$ cat src/rtl/multicycle_control_if.sv
// Control bus between the multicycle sequencer and the 64-bit RISC-V datapath.
// master: the sequencer. It samples instruction and alu_zero and drives every control flag.
// slave : the datapath. It drives instruction and alu_zero and consumes the flags.
// Signal names match the legacy port list so existing datapath wiring carries over unchanged.
interface multicycle_control_if;
  logic [31:0] instruction;
  logic        alu_zero;
  logic        PCWrite;
  logic        PCWriteCond;
  logic        PCSource;
  logic        ALUSrcA;
  logic [1:0]  ALUSrcB;
  logic [2:0]  ALUOp;
  logic        LoadAOut;
  logic        RegWrite;
  logic        LoadRegA;
  logic        LoadRegB;
  logic        MemToReg;
  logic        DMemOp;
  logic        LoadMDR;
  logic        IMemRead;
  logic        IRWrite;
  logic        halted;
  logic        retire;

  modport master (
    input  instruction, alu_zero,
    output PCWrite, PCWriteCond, PCSource, ALUSrcA, ALUSrcB, ALUOp,
           LoadAOut, RegWrite, LoadRegA, LoadRegB, MemToReg, DMemOp,
           LoadMDR, IMemRead, IRWrite, halted, retire
  );

  modport slave (
    output instruction, alu_zero,
    input  PCWrite, PCWriteCond, PCSource, ALUSrcA, ALUSrcB, ALUOp,
           LoadAOut, RegWrite, LoadRegA, LoadRegB, MemToReg, DMemOp,
           LoadMDR, IMemRead, IRWrite, halted, retire
  );
endinterface

$ cat src/rtl/multicycle_control.sv
// Moore sequencer for the multicycle RV64 datapath. It decodes the IR word in DECODE,
// walks a per-class state sequence and resolves beq/bne from alu_zero. Unsupported
// encodings park the sequencer in HALT until reset.
// Ports:
//   clk   - rising-edge clock
//   reset - synchronous, active-high. It forces every output to 0 while it is high.
//   bus   - multicycle_control_if.master. It carries instruction and alu_zero in, and all control flags out.
module multicycle_control (
  input  logic                       clk,
  input  logic                       reset,
  multicycle_control_if.master       bus
);

  typedef enum logic [3:0] {
    S_FETCH, S_IR_LOAD, S_DECODE, S_EX_R, S_WB_R, S_EX_I, S_WB_I,
    S_MEM_ADDR, S_LD_READ, S_LD_WB, S_SD_WRITE, S_LUI_WB, S_BRANCH,
    S_PC_INC, S_HALT
  } state_t;

  typedef enum logic [2:0] {
    OP_PASS_B = 3'b000,
    OP_ADD    = 3'b001,
    OP_SUB    = 3'b010,
    OP_AND    = 3'b011,
    OP_OR     = 3'b100
  } alu_op_t;

  typedef struct packed {
    logic       pc_write;
    logic       pc_write_cond;
    logic       pc_source;
    logic       alu_src_a;
    logic [1:0] alu_src_b;
    alu_op_t    alu_op;
    logic       load_aout;
    logic       reg_write;
    logic       load_reg_a;
    logic       load_reg_b;
    logic       mem_to_reg;
    logic       dmem_op;
    logic       load_mdr;
    logic       imem_read;
    logic       ir_write;
    logic       halted;
    logic       retire;
  } ctrl_t;

  // Control word for a state. In BRANCH the taken-path strobes are set here and
  // are qualified by alu_zero at the output.
  function automatic ctrl_t ctrl_of(input state_t s, input alu_op_t rop);
    ctrl_t c;
    c = '0;
    case (s)
      S_FETCH:   c.imem_read = 1'b1;
      S_IR_LOAD: begin
        c.imem_read = 1'b1;
        c.ir_write  = 1'b1;
      end
      S_DECODE: begin
        c.load_reg_a = 1'b1;
        c.load_reg_b = 1'b1;
        c.alu_src_b  = 2'b11;
        c.alu_op     = OP_ADD;
        c.load_aout  = 1'b1;
      end
      S_EX_R: begin
        c.alu_src_a = 1'b1;
        c.alu_op    = rop;
        c.load_aout = 1'b1;
      end
      S_WB_R: begin
        c.alu_src_a = 1'b1;
        c.alu_op    = rop;
        c.reg_write = 1'b1;
      end
      S_EX_I: begin
        c.alu_src_a = 1'b1;
        c.alu_src_b = 2'b10;
        c.alu_op    = OP_ADD;
        c.load_aout = 1'b1;
      end
      S_WB_I: begin
        c.alu_src_a = 1'b1;
        c.alu_src_b = 2'b10;
        c.alu_op    = OP_ADD;
        c.reg_write = 1'b1;
      end
      S_MEM_ADDR, S_LD_READ, S_SD_WRITE: begin
        c.alu_src_a = 1'b1;
        c.alu_src_b = 2'b10;
        c.alu_op    = OP_ADD;
        c.load_mdr  = (s == S_LD_READ);
        c.dmem_op   = (s == S_SD_WRITE);
      end
      S_LD_WB: begin
        c.mem_to_reg = 1'b1;
        c.reg_write  = 1'b1;
      end
      S_LUI_WB: begin
        c.alu_src_b = 2'b10;
        c.alu_op    = OP_PASS_B;
        c.reg_write = 1'b1;
      end
      S_BRANCH: begin
        c.alu_src_a     = 1'b1;
        c.alu_op        = OP_SUB;
        c.pc_write_cond = 1'b1;
        c.pc_write      = 1'b1;
        c.pc_source     = 1'b1;
        c.retire        = 1'b1;
      end
      S_PC_INC: begin
        c.alu_src_b = 2'b01;
        c.alu_op    = OP_ADD;
        c.pc_write  = 1'b1;
        c.retire    = 1'b1;
      end
      S_HALT:   c.halted = 1'b1;
      default:  c = '0;
    endcase
    return c;
  endfunction

  state_t  state, nxt;
  alu_op_t r_op_q, r_op_d;
  logic    store_q, store_d;
  ctrl_t   ctrl_q, out_c;

  logic [6:0] opcode;
  logic [2:0] funct3;
  logic [6:0] funct7;
  logic       taken;
  logic       unused_fields;

  assign opcode        = bus.instruction[6:0];
  assign funct3        = bus.instruction[14:12];
  assign funct7        = bus.instruction[31:25];
  assign unused_fields = ^{bus.instruction[24:15], bus.instruction[11:7]};
  assign taken         = funct3[0] ? ~bus.alu_zero : bus.alu_zero;

  state_t  dec_state;
  alu_op_t dec_op;
  logic    dec_store;

  always_comb begin
    dec_state = S_HALT;
    dec_op    = OP_ADD;
    dec_store = 1'b0;
    case (opcode)
      7'b0110011: begin
        if (funct7 == 7'b0000000) begin
          case (funct3)
            3'b000:  begin dec_state = S_EX_R; dec_op = OP_ADD; end
            3'b110:  begin dec_state = S_EX_R; dec_op = OP_OR;  end
            3'b111:  begin dec_state = S_EX_R; dec_op = OP_AND; end
            default: dec_state = S_HALT;
          endcase
        end else if (funct7 == 7'b0100000 && funct3 == 3'b000) begin
          dec_state = S_EX_R;
          dec_op    = OP_SUB;
        end
      end
      7'b0010011: if (funct3 == 3'b000) dec_state = S_EX_I;
      7'b0000011: if (funct3 == 3'b011) dec_state = S_MEM_ADDR;
      7'b0100011: if (funct3 == 3'b011) begin
        dec_state = S_MEM_ADDR;
        dec_store = 1'b1;
      end
      7'b1100011: if (funct3 == 3'b000 || funct3 == 3'b001) dec_state = S_BRANCH;
      7'b0110111: dec_state = S_LUI_WB;
      default:    dec_state = S_HALT;
    endcase
  end

  // The R-type ALU op and the ld/sd choice are latched in DECODE. Because of this,
  // EX->WB and MEM_ADDR->LD_READ/SD_WRITE keep the same ALU controls without re-reading the IR.
  always_comb begin
    nxt     = state;
    r_op_d  = r_op_q;
    store_d = store_q;
    case (state)
      S_FETCH:    nxt = S_IR_LOAD;
      S_IR_LOAD:  nxt = S_DECODE;
      S_DECODE: begin
        nxt     = dec_state;
        r_op_d  = dec_op;
        store_d = dec_store;
      end
      S_EX_R:     nxt = S_WB_R;
      S_WB_R:     nxt = S_PC_INC;
      S_EX_I:     nxt = S_WB_I;
      S_WB_I:     nxt = S_PC_INC;
      S_MEM_ADDR: nxt = store_q ? S_SD_WRITE : S_LD_READ;
      S_LD_READ:  nxt = S_LD_WB;
      S_LD_WB:    nxt = S_PC_INC;
      S_SD_WRITE: nxt = S_PC_INC;
      S_LUI_WB:   nxt = S_PC_INC;
      S_BRANCH:   nxt = taken ? S_FETCH : S_PC_INC;
      S_PC_INC:   nxt = S_FETCH;
      S_HALT:     nxt = S_HALT;
      default:    nxt = S_HALT;
    endcase
  end

  // The registered control word is decoded from the state being entered, so
  // the outputs change together with the state.
  always_ff @(posedge clk) begin
    if (reset) begin
      state   <= S_FETCH;
      r_op_q  <= OP_ADD;
      store_q <= 1'b0;
      ctrl_q  <= ctrl_of(S_FETCH, OP_ADD);
    end else begin
      state   <= nxt;
      r_op_q  <= r_op_d;
      store_q <= store_d;
      ctrl_q  <= ctrl_of(nxt, r_op_d);
    end
  end

  always_comb begin
    out_c = ctrl_q;
    if (state == S_BRANCH && !taken) begin
      out_c.pc_write  = 1'b0;
      out_c.pc_source = 1'b0;
      out_c.retire    = 1'b0;
    end
    if (reset) out_c = '0;
  end

  assign bus.PCWrite     = out_c.pc_write;
  assign bus.PCWriteCond = out_c.pc_write_cond;
  assign bus.PCSource    = out_c.pc_source;
  assign bus.ALUSrcA     = out_c.alu_src_a;
  assign bus.ALUSrcB     = out_c.alu_src_b;
  assign bus.ALUOp       = out_c.alu_op;
  assign bus.LoadAOut    = out_c.load_aout;
  assign bus.RegWrite    = out_c.reg_write;
  assign bus.LoadRegA    = out_c.load_reg_a;
  assign bus.LoadRegB    = out_c.load_reg_b;
  assign bus.MemToReg    = out_c.mem_to_reg;
  assign bus.DMemOp      = out_c.dmem_op;
  assign bus.LoadMDR     = out_c.load_mdr;
  assign bus.IMemRead    = out_c.imem_read;
  assign bus.IRWrite     = out_c.ir_write;
  assign bus.halted      = out_c.halted;
  assign bus.retire      = out_c.retire;

endmodule
$ cat src/flat_wrapper.sv
// flat-port wrapper written by rule: the top's interface ports become plain ports
module multicycle_control_flat 
  (clk, reset, bus_instruction, bus_alu_zero, bus_PCWrite, bus_PCWriteCond, bus_PCSource, bus_ALUSrcA, bus_ALUSrcB, bus_ALUOp, bus_LoadAOut, bus_RegWrite, bus_LoadRegA, bus_LoadRegB, bus_MemToReg, bus_DMemOp, bus_LoadMDR, bus_IMemRead, bus_IRWrite, bus_halted, bus_retire);
  multicycle_control_if bus_i ();
  input  logic clk;
  input  logic reset;
  input wire logic [$bits(bus_i.instruction)-1:0] bus_instruction;
  input wire logic [$bits(bus_i.alu_zero)-1:0] bus_alu_zero;
  output wire logic [$bits(bus_i.PCWrite)-1:0] bus_PCWrite;
  output wire logic [$bits(bus_i.PCWriteCond)-1:0] bus_PCWriteCond;
  output wire logic [$bits(bus_i.PCSource)-1:0] bus_PCSource;
  output wire logic [$bits(bus_i.ALUSrcA)-1:0] bus_ALUSrcA;
  output wire logic [$bits(bus_i.ALUSrcB)-1:0] bus_ALUSrcB;
  output wire logic [$bits(bus_i.ALUOp)-1:0] bus_ALUOp;
  output wire logic [$bits(bus_i.LoadAOut)-1:0] bus_LoadAOut;
  output wire logic [$bits(bus_i.RegWrite)-1:0] bus_RegWrite;
  output wire logic [$bits(bus_i.LoadRegA)-1:0] bus_LoadRegA;
  output wire logic [$bits(bus_i.LoadRegB)-1:0] bus_LoadRegB;
  output wire logic [$bits(bus_i.MemToReg)-1:0] bus_MemToReg;
  output wire logic [$bits(bus_i.DMemOp)-1:0] bus_DMemOp;
  output wire logic [$bits(bus_i.LoadMDR)-1:0] bus_LoadMDR;
  output wire logic [$bits(bus_i.IMemRead)-1:0] bus_IMemRead;
  output wire logic [$bits(bus_i.IRWrite)-1:0] bus_IRWrite;
  output wire logic [$bits(bus_i.halted)-1:0] bus_halted;
  output wire logic [$bits(bus_i.retire)-1:0] bus_retire;
  assign bus_i.instruction = bus_instruction;
  assign bus_i.alu_zero = bus_alu_zero;
  assign bus_PCWrite = bus_i.PCWrite;
  assign bus_PCWriteCond = bus_i.PCWriteCond;
  assign bus_PCSource = bus_i.PCSource;
  assign bus_ALUSrcA = bus_i.ALUSrcA;
  assign bus_ALUSrcB = bus_i.ALUSrcB;
  assign bus_ALUOp = bus_i.ALUOp;
  assign bus_LoadAOut = bus_i.LoadAOut;
  assign bus_RegWrite = bus_i.RegWrite;
  assign bus_LoadRegA = bus_i.LoadRegA;
  assign bus_LoadRegB = bus_i.LoadRegB;
  assign bus_MemToReg = bus_i.MemToReg;
  assign bus_DMemOp = bus_i.DMemOp;
  assign bus_LoadMDR = bus_i.LoadMDR;
  assign bus_IMemRead = bus_i.IMemRead;
  assign bus_IRWrite = bus_i.IRWrite;
  assign bus_halted = bus_i.halted;
  assign bus_retire = bus_i.retire;
  multicycle_control u_core (.clk(clk), .reset(reset), .bus(bus_i));
endmodule
$ cat config.mk
export PLATFORM = sky130hd
export DESIGN_NAME = multicycle_control_flat
export DESIGN_NICKNAME = d
export VERILOG_FILES = /design/src/rtl/multicycle_control_if.sv /design/src/rtl/multicycle_control.sv /design/src/flat_wrapper.sv
export SDC_FILE = /design/constraint.sdc
export NUM_CORES = 1
export LEC_CHECK = 0
export ABC_CLOCK_PERIOD_IN_PS = 2460
export CAP_MARGIN = 10
export CORE_ASPECT_RATIO = 1.25
export CORE_UTILIZATION = 46
export CTS_BUF_LIST = sky130_fd_sc_hd__clkbuf_8
export CTS_CLUSTER_SIZE = 14
export DETAILED_ROUTE_END_ITERATION = 10
export PLACE_DENSITY = 0.82
export SYNTH_ARGS = -nofsm -noshare
export SYNTH_HDL_FRONTEND = slang
export SYNTH_SLANG_ARGS = --single-unit
$ cat constraint.sdc
create_clock -name clk -period 2.46 [get_ports clk]
set_input_delay 0.246 -clock clk [delete_from_list [all_inputs] [get_ports clk]]
set_output_delay 0.246 -clock clk [all_outputs]
set_load 0.005 [all_outputs]
# Yosys cells after proc, flatten, opt, wreduce, memory -nomap -nowiden
# Cells that the tools add are included.
dict set report totals {
  reg_bits 27
  inputBits 35
  output_inout_bits 20
  wordCells 113
}
dict set report op_classes {
  n_eq_ne 38
  muxes 33
  n_bitwise 2
  n_reduce_logical 21
}
# operator n
set op_table {}
lappend op_table {{4-bit equality test, second input constant} 13}
lappend op_table {{4-bit one-hot mux with 10 select lines} 1}
lappend op_table {{4-bit by 3-bit equality test with 1-bit output, second input constant} 8}
lappend op_table {{7-bit by 6-bit equality test with 1-bit output, second input constant} 4}
lappend op_table {{4-bit 2-to-1 mux} 6}
lappend op_table {{20-bit 2-to-1 mux} 1}
lappend op_table {{4-bit one-hot mux with 5 select lines} 1}
lappend op_table {{4-bit by 2-bit equality test with 1-bit output, second input constant} 4}
lappend op_table {{1-bit 2-to-1 mux} 13}
lappend op_table {{2-bit 2-to-1 mux} 5}
lappend op_table {{2-bit OR reduction} 5}
lappend op_table {{3-bit 2-to-1 mux} 3}
lappend op_table {{3-bit one-hot mux with 3 select lines} 1}
lappend op_table {{3-bit OR reduction} 3}
lappend op_table {{4-bit by 1-bit equality test with 1-bit output, second input constant} 2}
lappend op_table {{4-bit logical NOT} 2}
lappend op_table {{8-bit OR reduction} 1}
lappend op_table {{7-bit by 2-bit equality test with 1-bit output, second input constant} 1}
lappend op_table {{7-bit by 5-bit equality test with 1-bit output, second input constant} 1}
lappend op_table {{7-bit equality test, second input constant} 1}
lappend op_table {{7-bit logical NOT} 1}
lappend op_table {{7-bit OR reduction} 1}
lappend op_table {{3-bit equality test, second input constant} 2}
lappend op_table {{2-bit one-hot mux with 3 select lines} 1}
lappend op_table {{other kinds (11)} 13}

# Depth between registers and ports, before layout
dict set report depth {
  ltp_word 10
  depth_mapped 8
  ltp_nobuf 6
}

# Worst setup path after synthesis
# Ideal clock, no wire load.
dict set report synth_path {
  kind {reg-to-reg}
  startpoint {register u_core.state[2]}
  endpoint {register u_core.ctrl_q[15] (netlist bit)}
  t_arrival_ns 1.736
  required_ns 2.343
  path_slack_ns 0.606
  path_stages_with_launch 9
  path_buffers 2
  period_less_slack_ns 1.854
  cell_sequence {dfxtp_1 buf_6 nor2_4 nand3b_4 or4_4 nand3b_4 buf_8 nand2_1 a32o_1}
}
dict set report synth_between {
  elab_chain_len 6
}
# item line
set synth_lines {}
lappend synth_lines {{from (decl)} multicycle_control.sv:124} ;# state_t state, nxt;
lappend synth_lines {{from (signal assigned)} multicycle_control.sv:214} ;# state <= nxt;
lappend synth_lines {{4-bit by 3-bit equality test with 1-bit output or 4-bit equality test (tied branches)} multicycle_control.sv:181} ;# case (state)
lappend synth_lines {{5-bit OR reduction (no source line)} -}
lappend synth_lines {{4-bit one-hot mux with 10 select lines *} multicycle_control.sv:181}
lappend synth_lines {{4-bit equality test or 4-bit by 3-bit equality test with 1-bit output (tied branches)} multicycle_control.sv:53} ;# case (s)
lappend synth_lines {{6-bit OR reduction (no source line)} -}
lappend synth_lines {{2-bit one-hot mux with 3 select lines *} multicycle_control.sv:53}
lappend synth_lines {{to (signal assigned)} multicycle_control.sv:212} ;# ctrl_q <= ctrl_of(S_FETCH, OP_ADD);
lappend synth_lines {{to (signal assigned)} multicycle_control.sv:217} ;# ctrl_q <= ctrl_of(nxt, r_op_d);
lappend synth_lines {{to (decl)} multicycle_control.sv:127} ;# ctrl_t ctrl_q, out_c;
# Every way passes the cells marked *; elsewhere a longest branch is shown, timed or not.
# A chain may end at the register's enable or synchronous reset.

# Worst setup path in the final report
dict set report layout_path {
  startpoint {input bus_instruction[12]}
  endpoint {output bus_PCWrite}
}
dict set report layout_between {
  elab_chain_len 5
}
# item line
set layout_lines {}
lappend layout_lines {{from (decl)} flat_wrapper.sv:7} ;# input wire logic [$bits(bus_i.instruction)-1:0] bus_instruction;
lappend layout_lines {{1-bit 2-to-1 mux} multicycle_control.sv:139} ;# assign taken = funct3[0] ? ~bus.alu_zero : bus.alu_zero;
lappend layout_lines {{1-bit logical NOT} multicycle_control.sv:223} ;# if (state == S_BRANCH && !taken) begin
lappend layout_lines {{1-bit logical AND} multicycle_control.sv:223}
lappend layout_lines {{1-bit 2-to-1 mux} multicycle_control.sv:223}
lappend layout_lines {{20-bit 2-to-1 mux} multicycle_control.sv:228} ;# if (reset) out_c = '0;
lappend layout_lines {{to (decl)} flat_wrapper.sv:9} ;# output wire logic [$bits(bus_i.PCWrite)-1:0] bus_PCWrite;
# No other way between the ends.

==> reports/metrics.cfg <==
[run_status]
status=finished clean

[synthesis]
async_reset_ff_frac=0
synth_seq_cells=25
ys_top_cells_by_count=dfxtp_1 (25), nor2_1 (17), nor2b_1 (17), nand2_1 (14), nor3_1 (9)
syn_avg_cell_area_um2=8.612
yosysMostFrequentCell=dfxtp_1
synthesis.area_mm2=0.001541
dominantRegCellSynth=dfxtp_1
synth_top_cell_area_share=0.3247
ys_seq_area_frac=0.3247
yosys_warnings=0
syn_inst=179
synth_edf_count=0
yosysTopAreaCell=dfxtp_1
yosysUniqueCellTypes=59
synth_area_leaders=dfxtp_1 (32%), nor2b_1 (6.9%), nor2_1 (4.1%)
syn_nets=214

[drt]
post_drt_wl_per_cell_um=12.73
drc_errors=0
ant_nets=0
drt_iter0_drc=48
via_per_inst=5.642
drtPass1Iterations=4
wl_um=3373
num_vias=1495

[placement]
port_buffers=39
gp_congestion=0.8332
pre_cts_ws_ns=-0.08278
dp_hpwl_um=2631
placedCellCount=261

[sta]
relSlewSlack=0.6015
setup_viol=0
setup_ws_ns=0.1400
rsz0062_at_grt=no
slew_viol_final=0
fin_crit_ns=2.320
min_period_over_period=0.9431
clock.fmax_ghz=0.4310
finalHoldViolations=0
clock_skew_ns=0.003219
worst_pin_slew_ns=0.5969

[clocking]
cts_tree=yes
cts_buffer_depth=2
cts_buffers=3
cts.reportedPaths.clkPinSlew_ns=0.08
clock-sinks=25
clock-root-buffer=clkbuf_8
cts_max_level=1
clk-insertion-delay-late_ns=0.27
cts_hold_buffers=0

[pwr]
vdd_drop_max_v=0.0005509
p_leak_nw=0.7833
p_per_area_mw_per_mm2=982.4

[cells_and_area]
fill_cells=263
area_growth_pct=36.12
nNetsFinal=264
stdcell_count=265
drive_gt1_frac=0.1711
diodes=0

[setup_path]
crit_required_ns=2.21
crit_family=buffers and inverters
ff2ff_setup_slack_ns=0.31
crit_buf_inv=2
crit_type=input pin to output port
slowest_delay_ns=0.56
cpMaxStageDelayCell=clkdlybuf4s50_1
critPathMaxFanout=6
crit_chain=clkdlybuf4s50_1 > xor2_2 > nor4b_4 > nor3b_1 > clkdlybuf4s50_1
cp_common_cell=clkdlybuf4s50_1
arrival_ns=2.07
worstSetupStartpointType=input pin
cp-end-kind=output port

[die]
dieWidth_um=53.78
fp.dieH_um=66.72
fp-row-count=23
die_area_mm2=0.003588
core_mm2=0.003194
io_pins=55
initial_core_util=0.4826

[global_route]
grt_usage=0.2078
grt_pass1_vias=1324
gr-total-overflow=0
grt_pass1_wl_um=5451
grt_max_degree=17
antenna_found_initial=0

[job]
maxCapViolCount=0

[min_path]
hold_path_class=register to register

==> state kept, by name, indices dropped and copies added (netlist names) <==
signal          count
u_core.ctrl_q      17
u_core.r_op_q       3
u_core.state        4
u_core.store_q      1
==> cell families (layout without fill, tap and decap cells) <==
family | Yosys count | in the layout | synth area share
xor+xnor | 1 | 1 | 0.01055
mux | 2 | 2 | 0.01299
compound gates | 37 | 37 | 0.1818
flops | 25 | 25 | 0.3247
simple gates | 94 | 94 | 0.3953
buf+inv | 20 | 69 | 0.07468
==> power breakdown <==
group	switching, mW	total [mW]	internal (mW)
clock network	0.119	0.231	0.112
logic	0.607	1.20	0.593
registers	0.120	0.631	0.510
total	0.847	2.06	1.21
==> worst paths after layout <==
check,startpoint,to,depth (start not counted)
worst max-delay path,bus_instruction[12],bus_PCWrite,5
worst min-delay path,u_core.r_op_q[1]$_SDFF_PP0_,u_core.r_op_q[1]$_SDFF_PP0_,2
worst max register to register,u_core.state[3]$_SDFF_PP0_,u_core.ctrl_q[12]$_SDFF_PP0_,5
worst min register to register,u_core.r_op_q[1]$_SDFF_PP0_,u_core.r_op_q[1]$_SDFF_PP0_,2
==> metal layers <==
layer | vias to the layer above | part of all wire | global-route usage
li1 | 748 | - | -
met1 | 690 | 0.40 | 0.2161
met2 | 50 | 0.55 | 0.3920
met3 | 7 | 0.034 | 0.01370
met4 | 0 | 0.023 | 0.1118
met5 | - | 0 | 0
==> through the flow <==
step	hold WS, ns	total power [mW]	area (um2)	setup TNS [ns]	utilization
after floorplan	0.3272	1.429	1541	0	-
after global placement	0.4447	1.780	2044	-0.06624	0.6400
after detailed placement	0.4639	1.815	2044	-0.1815	0.6400
after CTS	0.4751	2.058	2098	0	0.6569
after global routing	0.4888	2.199	2098	0	0.6569
final	0.4701	2.061	2098	0	0.6569
==> cell type report <==
cell class,instances,area [um2],area share
clock buffer,3,41.29,0.01968
clock inverter,1,3.754,0.001789
inverter,7,26.28,0.01252
multi-input combinational,134,934.6,0.4454
sequential,25,500.5,0.2385
tap,37,46.29,0.02206
timing repair buffer,58,545.5,0.2600
==> placed cells by master (no fill, tap or decap), types with 4 or more instances in the layout <==
master,instances
buf_4,18
nor2_1,17
a21oi_1,8
inv_1,6
nor3_1,9
nand2b_1,4
nor2b_1,17
clkdlybuf4s50_1,39
dfxtp_1,25
nand3_1,4
nand2_1,14
==> tightest hold or removal path, delay by kind of cell (launching register included) <==
family	cells	cell delay, ns
AOI/OAI and AO/OA	1	0.07
DFF	1	0.31
and+or+nand+nor	1	0.05
==> timing repair <==
action / CTS / global route
gates resized for setup: 1 / 0
setup buffers: 0 / 0
endpoints found under the setup margin: 2 / 0
No activity file was read; power rests on OpenSTA's default activity.
==> variant (same flow settings) <==
Make the reset (`reset`) asynchronous in one clocked block.
--- a/src/rtl/multicycle_control.sv
+++ b/src/rtl/multicycle_control.sv
@@ -204,7 +204,7 @@
 
   // The registered control word is decoded from the state being entered, so
   // the outputs change together with the state.
-  always_ff @(posedge clk) begin
+  always_ff @(posedge clk or posedge reset) begin
     if (reset) begin
       state   <= S_FETCH;
       r_op_q  <= OP_ADD;
Function: no difference found for any inputs over 10 cycles, from zero or initial values and one cycle with reset high; that may be too few to reach the edited logic, so the function may still have changed.
==> variant against the original RTL <==
- first-iteration DRC count down 33%
- sequential power down 0.8%
- total power up 5.7%
- clock skew up 2.2 ps
- design area up 2.8%
- sequential cell count unchanged
- synthesized area down 2.4%
- worst hold slack better by 8.2 ps
- non-clock buffer count up 7
- setup slack worse by 62 ps
- critical path type is now in -> reg
- wire length up 11%
- maximum frequency down 2.6%
==> variant: results (changes against the original RTL) <==
Outcome: completed (unchanged)
Main area contributors after synthesis: dfrtp_1, nor2b_1, dfstp_2 (was dfxtp_1, nor2b_1, nor2_1)
WP data arrival: 2530 ps (was 2070 ps)
Final #Nets: 261 (was 264)
Critical-path top delay cell: or4_1 (was clkdlybuf4s50_1)
Skew final: 5.45 ps (was 3.22 ps)
M1 WL: 1290 um (was 1340 um)
GP Congestion: 0.875 (was 0.833)
Share of the yosys chip area belonging to registers: 41.8% (was 32.5%)
Worst-path clk slew: 90 ps
# fillers: 246 (was 263)
Vias per inst: 5.64 (about the same)
WL/cell: 14.4 um (was 12.7 um)
Met2 WL: 2090 um (was 1840 um)
WL final: 3760 um (was 3370 um)
Final hold vios: 0 (unchanged)
Reg2Reg Depth: 6 (was 5)
WL met3: 180 um (was 113 um)
DPL Wire Length: 2930 um (was 2630 um)
Path type of the worst min-delay path: in -> async (was reg -> reg)
Slew headroom: 72.9% (was 60.1%)
CP peak stage delay: 540 ps (was 560 ps)
Async SR Flop Fraction: 100% (was 0%)
GRT Resource Usage Total: 24.7% (was 20.8%)
First-pass GRT wire length: 6290 um (was 5450 um)
Nets in the synthesized netlist: 201 (was 214)
Vias in the first global route: 1468 (was 1324)
Reg2Reg Setup Slack: 180 ps (was 310 ps)
Placed Area: 2070 um^2 (was 2040 um^2)
Synth Flop Type: dfrtp_1 (was dfxtp_1)
Crit. Startpoint: bus_instruction[26] (was bus_instruction[12])
Top Registers: u_core.ctrl_q x17, u_core.state x4, u_core.r_op_q x3 (unchanged)
Starting DRT DRC Count: 32 (was 48)
Layout cells sized above 1: 18.7% (was 17.1%)
CP top delay family: simple AND/OR/NAND/NOR gates (was buffers and inverters)
Yosys cell types: 50 (was 59)
Top post-synthesis cells by count: dfrtp_1, nor2b_1, nor2_1 (was dfxtp_1, nor2_1, nor2b_1)
Reg2Reg Launch Point: u_core.state[2] (was u_core.state[3])
Largest net degree at the start of global routing: 26 (was 17)
Crit-path max FO: 2 (was 6)
Peak VDD IR: 0.672 mV (was 0.551 mV)
Syn avg cell area: 9.06 um^2 (was 8.61 um^2)
Leak: 0.897 nW (was 0.783 nW)
==> variant: power by group <==
group / switching, mW / internal [mW]
clock: 0.129 / 0.114
combinational: 0.666 / 0.643
sequential: 0.0469 / 0.579
total: 0.842 / 1.34
==> variant: final cells by class <==
cell class	count	area [um^2]	area share, %
Multi-Input combinational cell	122	818	37.9
Sequential cell	25	628	29.1
Timing Repair Buffer	65	586	27.1
Tap cell	36	45.0	2.09
Clock buffer	3	41.3	1.91
Inverter	9	33.8	1.57
Clock inverter	1	5.00	0.232
==> variant: worst min-delay path, delay by kind of cell <==
family	cells	cell delay [ps]
buffers and inverters	3	900
==> variant: timing repair <==
action | 4_1_cts | 5_1_grt
resized for setup | 1 | 8
pin swaps | 1 | 2
setup buffers | 0 | 1
hold buffers | 0 | 0
setup endpoints to repair | 2 | 10
endpoints found under the hold margin | 0 | 0
==> variant: through the flow <==
step	util (%)	hold WS (ps)	worst slack [ps]	power [mW]	setup TNS, ps
5_1_grt	71.2	527	-41.2	2.35	-106
6_report	71.2	478	78.3	2.18	0
4_1_cts	70.0	495	3.25	2.12	0
3_5_place_dp	68.2	486	-336	1.87	-2390
2_1_floorplan	-	277	16.2	1.40	0
3_3_place_gp	68.2	465	-169	1.81	-917
==> variant: cell families (layout without fill, tap and decap cells) <==
group	count (synthesis)	after routing	share of synthesized area [%]
simple gates	85	85	33.9
compound gates	36	36	17.5
flops	25	25	41.8
buf+inv	19	78	6.32
xor+xnor	1	1	0.582
==> variant: routing by layer <==
| layer | vias up | global-route usage (%) |
|---|---|---|
| met1 | 682 | 24.6 |
| met2 | 75 | 46.7 |
| met4 | 0 | 15.8 |
| met3 | 16 | 2.30 |
| met5 | - | 0 |
| li1 | 700 | - |
